--- src/rtl/rr_arb_pkg.sv ---
// rr_arb_pkg: shared widths and state encoding for the 8-way round-robin arbiter.
//   N_REQ       number of requesters
//   IDX_W       width of a requester index
//   arb_state_t arbiter state encoding
package rr_arb_pkg;

  localparam int unsigned N_REQ = 8;
  localparam int unsigned IDX_W = 3;

  typedef enum logic {ARB_IDLE, ARB_GRANT} arb_state_t;

endpackage

--- src/rtl/rr_pick8.sv ---
// rr_pick8: combinational rotating-priority picker.
//   reqIn   [7:0] request vector
//   ptr     [2:0] index with highest priority this round
//   pickIdx [2:0] first set request at or above ptr, wrapping 7->0
//   found         at least one request is set
module rr_pick8
  import rr_arb_pkg::*;
(
  input  logic [N_REQ-1:0] reqIn,
  input  logic [IDX_W-1:0] ptr,
  output logic [IDX_W-1:0] pickIdx,
  output logic             found
);

  logic [IDX_W-1:0] w_cand;

  // Scan from lowest priority to highest so the last hit is the winner.
  always_comb begin
    pickIdx = ptr;
    found   = 1'b0;
    w_cand  = '0;
    for (int k = N_REQ - 1; k >= 0; k--) begin
      w_cand = ptr + IDX_W'(k);
      if (reqIn[w_cand]) begin
        pickIdx = w_cand;
        found   = 1'b1;
      end
    end
  end

endmodule

--- src/rtl/rr_arbiter8.sv ---
// rr_arbiter8: 8-requester round-robin arbiter with registered grant index.
// A grant is held until the owner signals done or drops its request.
// Optional forced release after TIMEOUT cycles when RR_ARB_TIMEOUT_EN is defined.
//   clk           clock
//   rst           asynchronous active-high reset
//   reqIn   [7:0] level-sensitive request vector
//   doneIn        current owner finished (ignored while idle)
//   grantIdx[2:0] index of current or last owner
//   grantValid    grant active
//   timeoutPulse  one-cycle pulse on forced release (0 when feature absent)
module rr_arbiter8
  import rr_arb_pkg::*;
#(
  parameter int unsigned TIMEOUT = 16
) (
  input  logic             clk,
  input  logic             rst,
  input  logic [N_REQ-1:0] reqIn,
  input  logic             doneIn,
  output logic [IDX_W-1:0] grantIdx,
  output logic             grantValid,
  output logic             timeoutPulse
);

  arb_state_t       r_state;
  logic [IDX_W-1:0] r_ptr;
  logic [IDX_W-1:0] r_idx;
  logic             r_valid;
  logic [IDX_W-1:0] w_pick;
  logic             w_found;
  logic             w_release;

  rr_pick8 u_pick (
    .reqIn   (reqIn),
    .ptr     (r_ptr),
    .pickIdx (w_pick),
    .found   (w_found)
  );

  // Done and a dropped owner request in the same cycle are one release.
  assign w_release = doneIn | ~reqIn[r_idx];

`ifdef RR_ARB_TIMEOUT_EN
  localparam int unsigned CNT_W = (TIMEOUT > 1) ? $clog2(TIMEOUT) : 1;

  logic [CNT_W-1:0] r_cnt;
  logic             r_tpulse;
  logic             w_expire;

  assign w_expire = (r_cnt == CNT_W'(TIMEOUT - 1));
`endif

  // Arbiter state machine with registered outputs.
  always_ff @(posedge clk or posedge rst) begin
    if (rst) begin
      r_state  <= ARB_IDLE;
      r_ptr    <= '0;
      r_idx    <= '0;
      r_valid  <= 1'b0;
`ifdef RR_ARB_TIMEOUT_EN
      r_cnt    <= '0;
      r_tpulse <= 1'b0;
`endif
    end else begin
`ifdef RR_ARB_TIMEOUT_EN
      r_tpulse <= 1'b0;
`endif
      case (r_state)
        ARB_IDLE: begin
          if (w_found) begin
            r_idx   <= w_pick;
            r_valid <= 1'b1;
            r_state <= ARB_GRANT;
`ifdef RR_ARB_TIMEOUT_EN
            r_cnt   <= '0;
`endif
          end
        end
        ARB_GRANT: begin
          if (w_release) begin
            r_valid <= 1'b0;
            r_ptr   <= r_idx + IDX_W'(1);
            r_state <= ARB_IDLE;
          end
`ifdef RR_ARB_TIMEOUT_EN
          // A normal release in the expiry cycle wins, so no pulse then.
          else if (w_expire) begin
            r_valid  <= 1'b0;
            r_ptr    <= r_idx + IDX_W'(1);
            r_state  <= ARB_IDLE;
            r_tpulse <= 1'b1;
          end else begin
            r_cnt <= r_cnt + CNT_W'(1);
          end
`endif
        end
        default: r_state <= ARB_IDLE;
      endcase
    end
  end

  assign grantIdx   = r_idx;
  assign grantValid = r_valid;
`ifdef RR_ARB_TIMEOUT_EN
  assign timeoutPulse = r_tpulse;
`else
  assign timeoutPulse = 1'b0;
`endif

endmodule

--- config.mk ---
export PLATFORM = sky130hd
export DESIGN_NAME = rr_arbiter8
export DESIGN_NICKNAME = d
export VERILOG_FILES = /design/src/rtl/rr_arb_pkg.sv /design/src/rtl/rr_pick8.sv /design/src/rtl/rr_arbiter8.sv
export SDC_FILE = /design/constraint.sdc
export NUM_CORES = 1
export LEC_CHECK = 0
export BUFFER_PORTS_ARGS = -buffer_cell sky130_fd_sc_hd__buf_2
export CAP_MARGIN = 25
export CORE_MARGIN = 2
export CORE_UTILIZATION = 64
export CTS_BUF_LIST = sky130_fd_sc_hd__clkbuf_2 sky130_fd_sc_hd__clkbuf_4 sky130_fd_sc_hd__clkbuf_8
export DETAILED_ROUTE_END_ITERATION = 16
export HOLD_SLACK_MARGIN = 0.06
export MAX_ROUTING_LAYER = met4
export PLACE_DENSITY_LB_ADDON = 0.25
export SLEW_MARGIN = 25
export SYNTH_ARGS = -nofsm -noshare
export SYNTH_HDL_FRONTEND = slang
export SYNTH_SLANG_ARGS = --single-unit
--- constraint.sdc ---
create_clock -name clk -period 6.75 [get_ports clk]
set_clock_uncertainty 0.05 [all_clocks]
set_input_delay 1.0125 -clock clk [delete_from_list [all_inputs] [get_ports clk]]
set_output_delay 1.0125 -clock clk [all_outputs]
set_load 0.01 [all_outputs]
==> results of run 1 <==
## per-stage QoR
stage                     setup slack (ns)  utilization (%)  cells
after floorplan                       3.80                -    131
after global placement                3.33             73.8    163
after detailed placement              3.20             73.8    163
after CTS                             3.18             75.0    166
after global routing                  2.87             75.0    166
final                                 3.17             75.0    166
## cells by family after synthesis
family / share of synthesized area (%)
AND/OR/NAND/NOR: 14.3
AO/OA/AOI/OAI: 19.5
multiplexers: 39.0
buffers and inverters: 4.85
flip-flops: 16.2
XOR/XNOR: 2.83
adder cells (fa/ha/maj): 3.03
other: 0.303
## per-layer routing
metal  vias up  wire length (microns)  GRT usage (%)
li1        541                      -              -
met1       575                   1290           47.3
met2        74                   1630           56.3
met3        10                    272           3.77
met4         0                     48           11.4
met5         -                      0              -
## path summary, 6_finish.rpt
kind	start	to	slack, ns	depth (start not counted)
worst max-delay path	r_ptr[0]	grantIdx[0]	3.17	9
min in group asynchronous	rst	grantIdx[2]	0.65	2
max in group asynchronous	rst	r_ptr[2]	5.77	2
worst min-delay path	grantValid	grantValid	0.46	1
worst min register to register	grantValid	grantValid	0.46	1
worst max register to register	r_ptr[0]	grantIdx[0]	3.17	9
## layout make-up
type | count | area (sq um)
tap | 25 | 31.3
clock buffer | 3 | 22.5
multi-input combinational | 110 | 977
sequential | 8 | 200
timing repair buffer | 14 | 70.1
inverter | 6 | 22.5
fill | 147 | 440
## synthesized netlist by cell type (4+ instances only)
cell | instances | share of area [%]
a22oi_1 | 4 | 2.4
a31oi_1 | 5 | 2.5
dfrtp_1 | 8 | 16
inv_1 | 4 | 1.2
mux2_1 | 4 | 3.6
mux2_2 | 6 | 5.5
mux2i_1 | 7 | 5.7
mux4_2 | 11 | 20
nand2_1 | 9 | 2.7
nand3_1 | 6 | 2.4
nor2_1 | 12 | 3.6
o21ai_1 | 4 | 1.6
## flip-flops by register name, indices dropped and copies added, names as in the netlist
signal,count
grantValid,1
grantIdx,3
r_ptr,3
r_state,1
## worst max-delay path, cell delays in order, from the launching register on
cell and delay, ns:
dfrtp_1 0.82, inv_2 0.14, ha_1 0.65, mux4_2 0.65, mux2i_1 0.37, o21ai_0 0.15
a31oi_1 0.27, nand3_1 0.13, o211ai_1 0.17, nor2_1 0.06
==> reports/qor.txt, run 1 <==
Gr ovfl total - 0
Slew margin rel. - 38.8%
Hold Crit Class - reg -> reg
Commonest non-fill, non-tap cell in the layout - buf_2
Share of post-route cells with drive strength above 1 - 26.2%
CTS root buffer - clkbuf_4
Ys Warns - 0
Initial antenna violation count - 0
Post-CTS sizing - 0
First drt pass iteration count - 4
Startpoint types - flop
CTS tree - yes
Placed Area - 1300 sq um
Clock transition at the registers of the reported paths - 0.05 ns
Core area - 1760 sq um
Maximum number of pins on one net before global-route repair - 20
Final nets - 157
Critical path arrival - 3.67 ns
Max cap viols - 0
Synth-to-layout area growth - 6.98%
N_diodes - 0
Min Hold Slack - 0.461 ns
Max clock buf depth - 2
Sequential fraction of the synthesis area - 16.2%
Drt total wl - 3250 microns
Final period util - 53.1%
Syn avg cell area - 9.45 sq um
Fin. Hold Viols - 0
Tightest Pin Transition - 0.913 ns
Htree depth - 1
Synth unique cells - 45
Net Count, Synth - 145
Detailed Route Iter0 Violations - 73
Port buffer count - 14
CTS Hold Bufs - 0
RSZ-0062 raised after global routing - no
Die ar. - 2300 sq um
Ys async rst share - 100%
Status - complete, no violations
Initial Utilization - 70.1%
Final HPWL DP - 2330 microns
Crit Path Class - reg -> reg
Die Ht - 48.0 microns
Mapped Cells - 131
Placer Congestion - 0.940
Min Tclk post-route - 3.58 ns
Worst setup EP type - flop
Vias in the first global route - 1,131
Total CTS buffers - 3
GRT Total Usage - 35.3%
Vias per cell - 7.23
FF+latch count, synth - 8
DRC - 0
Final setup TNS - 0 ns
# rows - 15
Peak Freq - 279 MHz
DR vias - 1,200
Main flop type after synthesis - dfrtp_1
Final Instance Area - 1320 sq um
Chip Width - 48.0 microns
EDFF count, synth - 0
I/O Pins - 16
Worst EP required - 6.83 ns
Clock sinks - 8
Postcts setup bufs - 0
Final setup fails - 0
Crit path max fanout - 19
Syn Std Cell Area - 1240 sq um
Global-route wire length before repair - 5350 microns
Clock latency on the worst-skew pair - 0.25 ns
Final Max Slew Viols - 0
DRT antenna net count - 0
Wirelength per Cell - 19.5 microns
Commonest non-fill, non-tap cells in the layout - buf_2 (14), nor2_1 (12), mux4_2 (11), nand2_1 (9), dfrtp_1 (8)
Power of run 1 is left out: the tool's default activity adds up to more than one toggle a clock period on the data nets, which glitch-free logic cannot reach.
==> inputs of run 2 (changes only) <==
Settings changed: CORE_UTILIZATION 64 to 60.
Clock period 6.75 ns to 3.5 ns, I/O delays scaled along.
==> run 2 against run 1 <==
  * Design area grew 1.9%
  * Cell count up 3.0%
  * Setup slack worse by 2.4 ns
  * Register-to-register slack got worse by 2.4 ns
  * Count of clock-buffer cells in the layout is the same
  * Sequential share of layout area fell by 0.28 points
  * Routed wire length down 4.7%
  * Sequential cell count stayed put
  * Non-clock buffer count up 3
  * Utilization down 6.3 points
  * Hold slack got worse by 0.30 ns
  * Critical endpoint is now grantIdx[1]
==> reports/qor.txt, run 2 (synthesis gave the netlist of run 1 again) <==
Status - complete, no violations (unchanged)
Commonest non-fill, non-tap cells in the layout - buf_2 (14), nor2_1 (12), mux4_2 (11), nand2_1 (9), dfrtp_1 (8) (unchanged)
RSZ-0062 raised after global routing - no (unchanged)
Share of post-route cells with drive strength above 1 - 27.8% (was 26.2%)
CP delay by family, top - multiplexers (unchanged)
Drt total wl - 3090 microns (was 3250 microns)
Clock sinks - 8 (unchanged)
Worst path max stage delay - 0.61 ns (was 0.82 ns)
DR vias - 1,187 (was 1,200)
DRC - 0 (unchanged)
Detailed Route Iter0 Violations - 22 (was 73)
Vias in the first global route - 1,067 (was 1,131)
Max clock buf depth - 2 (unchanged)
Final setup TNS - 0 ns (unchanged)
Crit-path slowest cell - mux4_1 (was dfrtp_1)
Worst setup EP type - flop (unchanged)
Commonest non-fill, non-tap cell in the layout - buf_2 (unchanged)
Core area - 1960 sq um (was 1760 sq um)
Fin. Hold Viols - 0 (unchanged)
Filler cells - 176 (was 147)
First drt pass iteration count - 4 (unchanged)
Max cap viols - 0 (unchanged)
Worst EP required - 3.62 ns (was 6.83 ns)
Global-route wire length before repair - 5280 microns (was 5350 microns)
Post-route insts no fill - 171 (was 166)
Clock transition at the registers of the reported paths - 0.05 ns (about the same)
Synth-to-layout area growth - 9.00% (was 6.98%)
GRT Total Usage - 29.1% (was 35.3%)
Die ar. - 2440 sq um (was 2300 sq um)
Total CTS buffers - 3 (unchanged)
WP buf/inv - 1 (unchanged)
Crit-path cells - inv_2 -> ha_1 -> xnor2_1 -> mux4_1 -> mux2_2 -> o21a_1 -> o21ai_1 -> a21oi_1 -> a211oi_2 (was inv_2 -> ha_1 -> mux4_2 -> mux2i_1 -> o21ai_0 -> a31oi_1 -> nand3_1 -> o211ai_1 -> nor2_1)
Slew margin rel. - 39.7% (was 38.8%)
CTS root buffer - clkbuf_4 (unchanged)
Port buffer count - 14 (unchanged)
N_diodes - 0 (unchanged)
Peak Freq - 359 MHz (was 279 MHz)
Critical path arrival - 2.90 ns (was 3.67 ns)
Crit path max fanout - 8 (was 19)
Post-CTS sizing - 0 (unchanged)
Gr ovfl total - 0 (unchanged)
Htree depth - 1 (unchanged)
Clock latency on the worst-skew pair - 0.25 ns (about the same)
Final Max Slew Viols - 0 (unchanged)
Initial Utilization - 63.1% (was 70.1%)
Maximum number of pins on one net before global-route repair - 19 (was 20)
Final period util - 79.5% (was 53.1%)
Wirelength per Cell - 18.1 microns (was 19.5 microns)
Final HPWL DP - 2270 microns (was 2330 microns)
DRT antenna net count - 0 (unchanged)
Final setup fails - 0 (unchanged)
# rows - 16 (was 15)
CTS tree - yes (unchanged)
Initial antenna violation count - 0 (unchanged)
Min Tclk post-route - 2.78 ns (was 3.58 ns)
Final nets - 160 (was 157)
Postcts setup bufs - 0 (unchanged)
Startpoint types - flop (unchanged)
Vias per cell - 6.94 (was 7.23)
Chip Width - 49.4 microns (was 48.0 microns)
Crit Path Class - reg -> reg (unchanged)
Placed cells - 168 (was 163)
I/O Pins - 16 (unchanged)
CTS Hold Bufs - 0 (unchanged)
Die Ht - 49.4 microns (was 48.0 microns)
Tightest Pin Transition - 0.900 ns (was 0.913 ns)
Placer Congestion - 0.907 (was 0.940)
Hold Crit Class - in -> async (was reg -> reg)
## run 2: changes by cell type in the layout (fill, tap and decap cells not counted), sizes merged
cell	delta
buf	+3
## run 2: worst reg2reg max path, cell delays in order (launching register included)
cell and delay [ns]:
dfrtp_1 0.36, inv_2 0.08, ha_1 0.26, xnor2_1 0.40
mux4_1 0.61, mux2_2 0.30, o21a_1 0.20, o21ai_1 0.15
a21oi_1 0.09, a211oi_2 0.19
## run 2: worst paths after layout
path | from | to | slack (ns) | cells past startpoint
worst max-delay path | r_ptr[1] | grantIdx[1] | 0.72 | 9
worst min-delay path | rst | grantIdx[0] | 0.16 | 2
worst max register to register | r_ptr[1] | grantIdx[1] | 0.72 | 9
worst min register to register | grantValid | grantValid | 0.43 | 1
max in group asynchronous | rst | r_ptr[2] | 3.00 | 2
min in group clk | grantValid | grantValid | 0.43 | 1
## run 2: stage by stage
| step | util [%] | cell area [sq um] | setup WS (ns) | hold slack (ns) |
|---|---|---|---|---|
| 3_3_place_gp | 67.6 | 1330 | 0.886 | 0.419 |
| 6_report | 68.8 | 1350 | 0.718 | 0.161 |
| 5_1_grt | 68.8 | 1350 | 0.549 | 0.182 |
| 4_1_cts | 68.8 | 1350 | 0.739 | 0.163 |
| 3_5_place_dp | 67.6 | 1330 | 0.782 | 0.425 |
| 2_1_floorplan | - | 1240 | 0.549 | 0.291 |
## run 2: area by class of cell
| type | count | area, sq um | share of cell area, % |
|---|---|---|---|
| well taps | 27 | 33.8 | 2.50 |
| inverters | 6 | 22.5 | 1.67 |
| multi-input cells | 110 | 977 | 72.4 |
| flip-flops and latches | 8 | 200 | 14.8 |
| repair buffers | 17 | 92.6 | 6.86 |
| clock buffers | 3 | 22.5 | 1.67 |
## run 2: routing by layer
layer  routed length (microns)  track usage, %
met2                      1540            48.4
met5                         0               -
met3                       241            6.44
met1                      1290            37.8
met4                        21            3.24
Power of run 2 is left out for the same reason.
==> inputs of run 3 (changes only) <==
Clock period 3.5 ns to 2.6 ns, I/O delays scaled along.
==> run 3 against run 2 <==
  * Setup slack got worse by 0.59 ns
  * Critical path depth did not move
  * Die area did not move
  * Routed wire length rose by 4.3%
  * Critical endpoint unchanged
==> reports/qor.txt, run 3 (synthesis gave the netlist of run 1 again) <==
Status - complete, no violations (unchanged)
Final Max Slew Viols - 0 (unchanged)
Detailed Route Iter0 Violations - 54 (was 22)
Drt total wl - 3230 microns (was 3090 microns)
Vias per cell - 6.91 (was 6.94)
Crit path from - r_ptr[0] (was r_ptr[1])
Global-route wire length before repair - 5600 microns (was 5280 microns)
Htree depth - 1 (unchanged)
Initial Utilization - 63.1% (unchanged)
Final period util - 95.2% (was 79.5%)
Core area - 1960 sq um (unchanged)
CTS root buffer - clkbuf_4 (unchanged)
Total CTS buffers - 3 (unchanged)
Initial antenna violation count - 0 (unchanged)
# rows - 16 (unchanged)
GRT Total Usage - 30.9% (was 29.1%)
Wirelength per Cell - 18.3 microns (was 18.1 microns)
Placer Congestion - 0.947 (was 0.907)
Clock sinks - 8 (unchanged)
Die Ht - 49.4 microns (unchanged)
R2r endpoint - grantIdx[1] (unchanged)
Min Tclk post-route - 2.48 ns (was 2.78 ns)
Peak Freq - 404 MHz (was 359 MHz)
Worst reg2reg startpoint - r_ptr[0] (was r_ptr[1])
Hold_sp - grantValid
Slew margin rel. - 65.4% (was 39.7%)
R2R setup slack - 0.12 ns (was 0.72 ns)
Port buffer count - 14 (unchanged)
Hold Crit Class - reg -> reg (was in -> async)
Final HPWL DP - 2430 microns (was 2270 microns)
Reg area - 200 sq um (unchanged)
Worst reg-to-reg path cell count - 9 (unchanged)
Synth-to-layout area growth - 15.6% (was 9.00%)
Critical path arrival - 2.61 ns (was 2.90 ns)
Share of post-route cells with drive strength above 1 - 32.2% (was 27.8%)
Filler cells - 162 (was 176)
Fin. Hold Viols - 0 (unchanged)
Final setup fails - 0 (unchanged)
Final setup TNS - 0 ns (unchanged)
Commonest non-fill, non-tap cell in the layout - buf_2 (unchanged)
RSZ-0062 raised after global routing - no (unchanged)
N_diodes - 0 (unchanged)
Clock transition at the registers of the reported paths - 0.05 ns (about the same)
Commonest non-fill, non-tap cells in the layout - buf_2 (14), nor2_1 (12), mux4_2 (11), nand2_1 (9), dfrtp_1 (8) (unchanged)
Final nets - 165 (was 160)
Hold Crit Depth - 1
I/O Pins - 16 (unchanged)
Gr ovfl total - 0 (unchanged)
DR vias - 1,216 (was 1,187)
Clock latency on the worst-skew pair - 0.26 ns (was 0.25 ns)
Tightest Pin Transition - 0.516 ns (was 0.900 ns)
Worst EP required - 2.73 ns (was 3.62 ns)
Max cap viols - 0 (unchanged)
Max clock buf depth - 2 (unchanged)
Crit path max fanout - 6 (was 8)
Worst path max stage delay - 0.58 ns (was 0.61 ns)
Crit-path slowest cell - mux4_1 (unchanged)
Startpoint types - flop (unchanged)
Crit-path cells - inv_2 -> ha_4 -> xnor2_4 -> mux4_1 -> mux2_2 -> o21a_1 -> o21ai_1 -> a21oi_1 -> a211oi_2 (was inv_2 -> ha_1 -> xnor2_1 -> mux4_1 -> mux2_2 -> o21a_1 -> o21ai_1 -> a21oi_1 -> a211oi_2)
Maximum number of pins on one net before global-route repair - 19 (unchanged)
First drt pass iteration count - 5 (was 4)
DRC - 0 (unchanged)
Multi-input logic area - 1020 sq um (was 977 sq um)
Worst setup EP type - flop (unchanged)
Crit Path Class - reg -> reg (unchanged)
Vias in the first global route - 1,162 (was 1,067)
CTS tree - yes (unchanged)
DRT antenna net count - 0 (unchanged)
WHS Endpoint - grantValid
Chip Width - 49.4 microns (unchanged)
Die ar. - 2440 sq um (unchanged)
==> run 3: critical path, delay by kind of cell, from the launching register on <==
kind / cells / cell delay (ns)
mux: 2 / 0.89
fa+ha+maj: 1 / 0.19
buf+inv: 1 / 0.07
compound gates: 4 / 0.59
xor+xnor: 1 / 0.23
flops: 1 / 0.37
==> run 3: area by class of cell <==
| class | instances | share of cell area (%) |
|---|---|---|
| repair buffers | 22 | 9.27 |
| well taps | 27 | 2.36 |
| multi-input cells | 110 | 71.2 |
| flip-flops and latches | 8 | 14.0 |
| clock buffers | 3 | 1.57 |
| inverters | 6 | 1.57 |
==> run 3: how the worst max path moves through the flow <==
stage | end | cells after the start
2_1_floorplan | grantIdx[1] | 10
3_3_place_gp | grantIdx[1] | 9
3_5_place_dp | grantIdx[0] | 9
4_1_cts | grantIdx[0] | 9
5_1_grt | grantIdx[2] | 10
6_report | grantIdx[1] | 9
==> run 3: routing by layer <==
layer / track usage (%) / share of wire, %
met4: 8.80 / 2.4
met1: 40.7 / 41
met2: 49.3 / 48
met3: 5.52 / 8.1
met5: - / 0
==> run 3: repair_timing <==
item / 4_1_cts / 5_1_grt
endpoints found under the hold margin: 8 / 0
hold buffers: 1 / 0
endpoints found under the setup margin: 0 / 2
buffers inserted: 0 / 0
resized for setup: 0 / 2
==> run 3: metrics by stage <==
stage	instance area (sq um)	utilization [%]	setup WS, ns	cells	hold slack [ns]
4_1_cts	1420	72.4	0.0702	176	0.440
3_5_place_dp	1390	70.7	0.0787	172	0.295
6_report	1430	72.9	0.124	176	0.439
5_1_grt	1430	72.9	0.00554	176	0.485
2_1_floorplan	1280	-	0.0459	131	0.156
3_3_place_gp	1390	70.7	0.170	172	0.285
Power of run 3 is left out for the same reason.
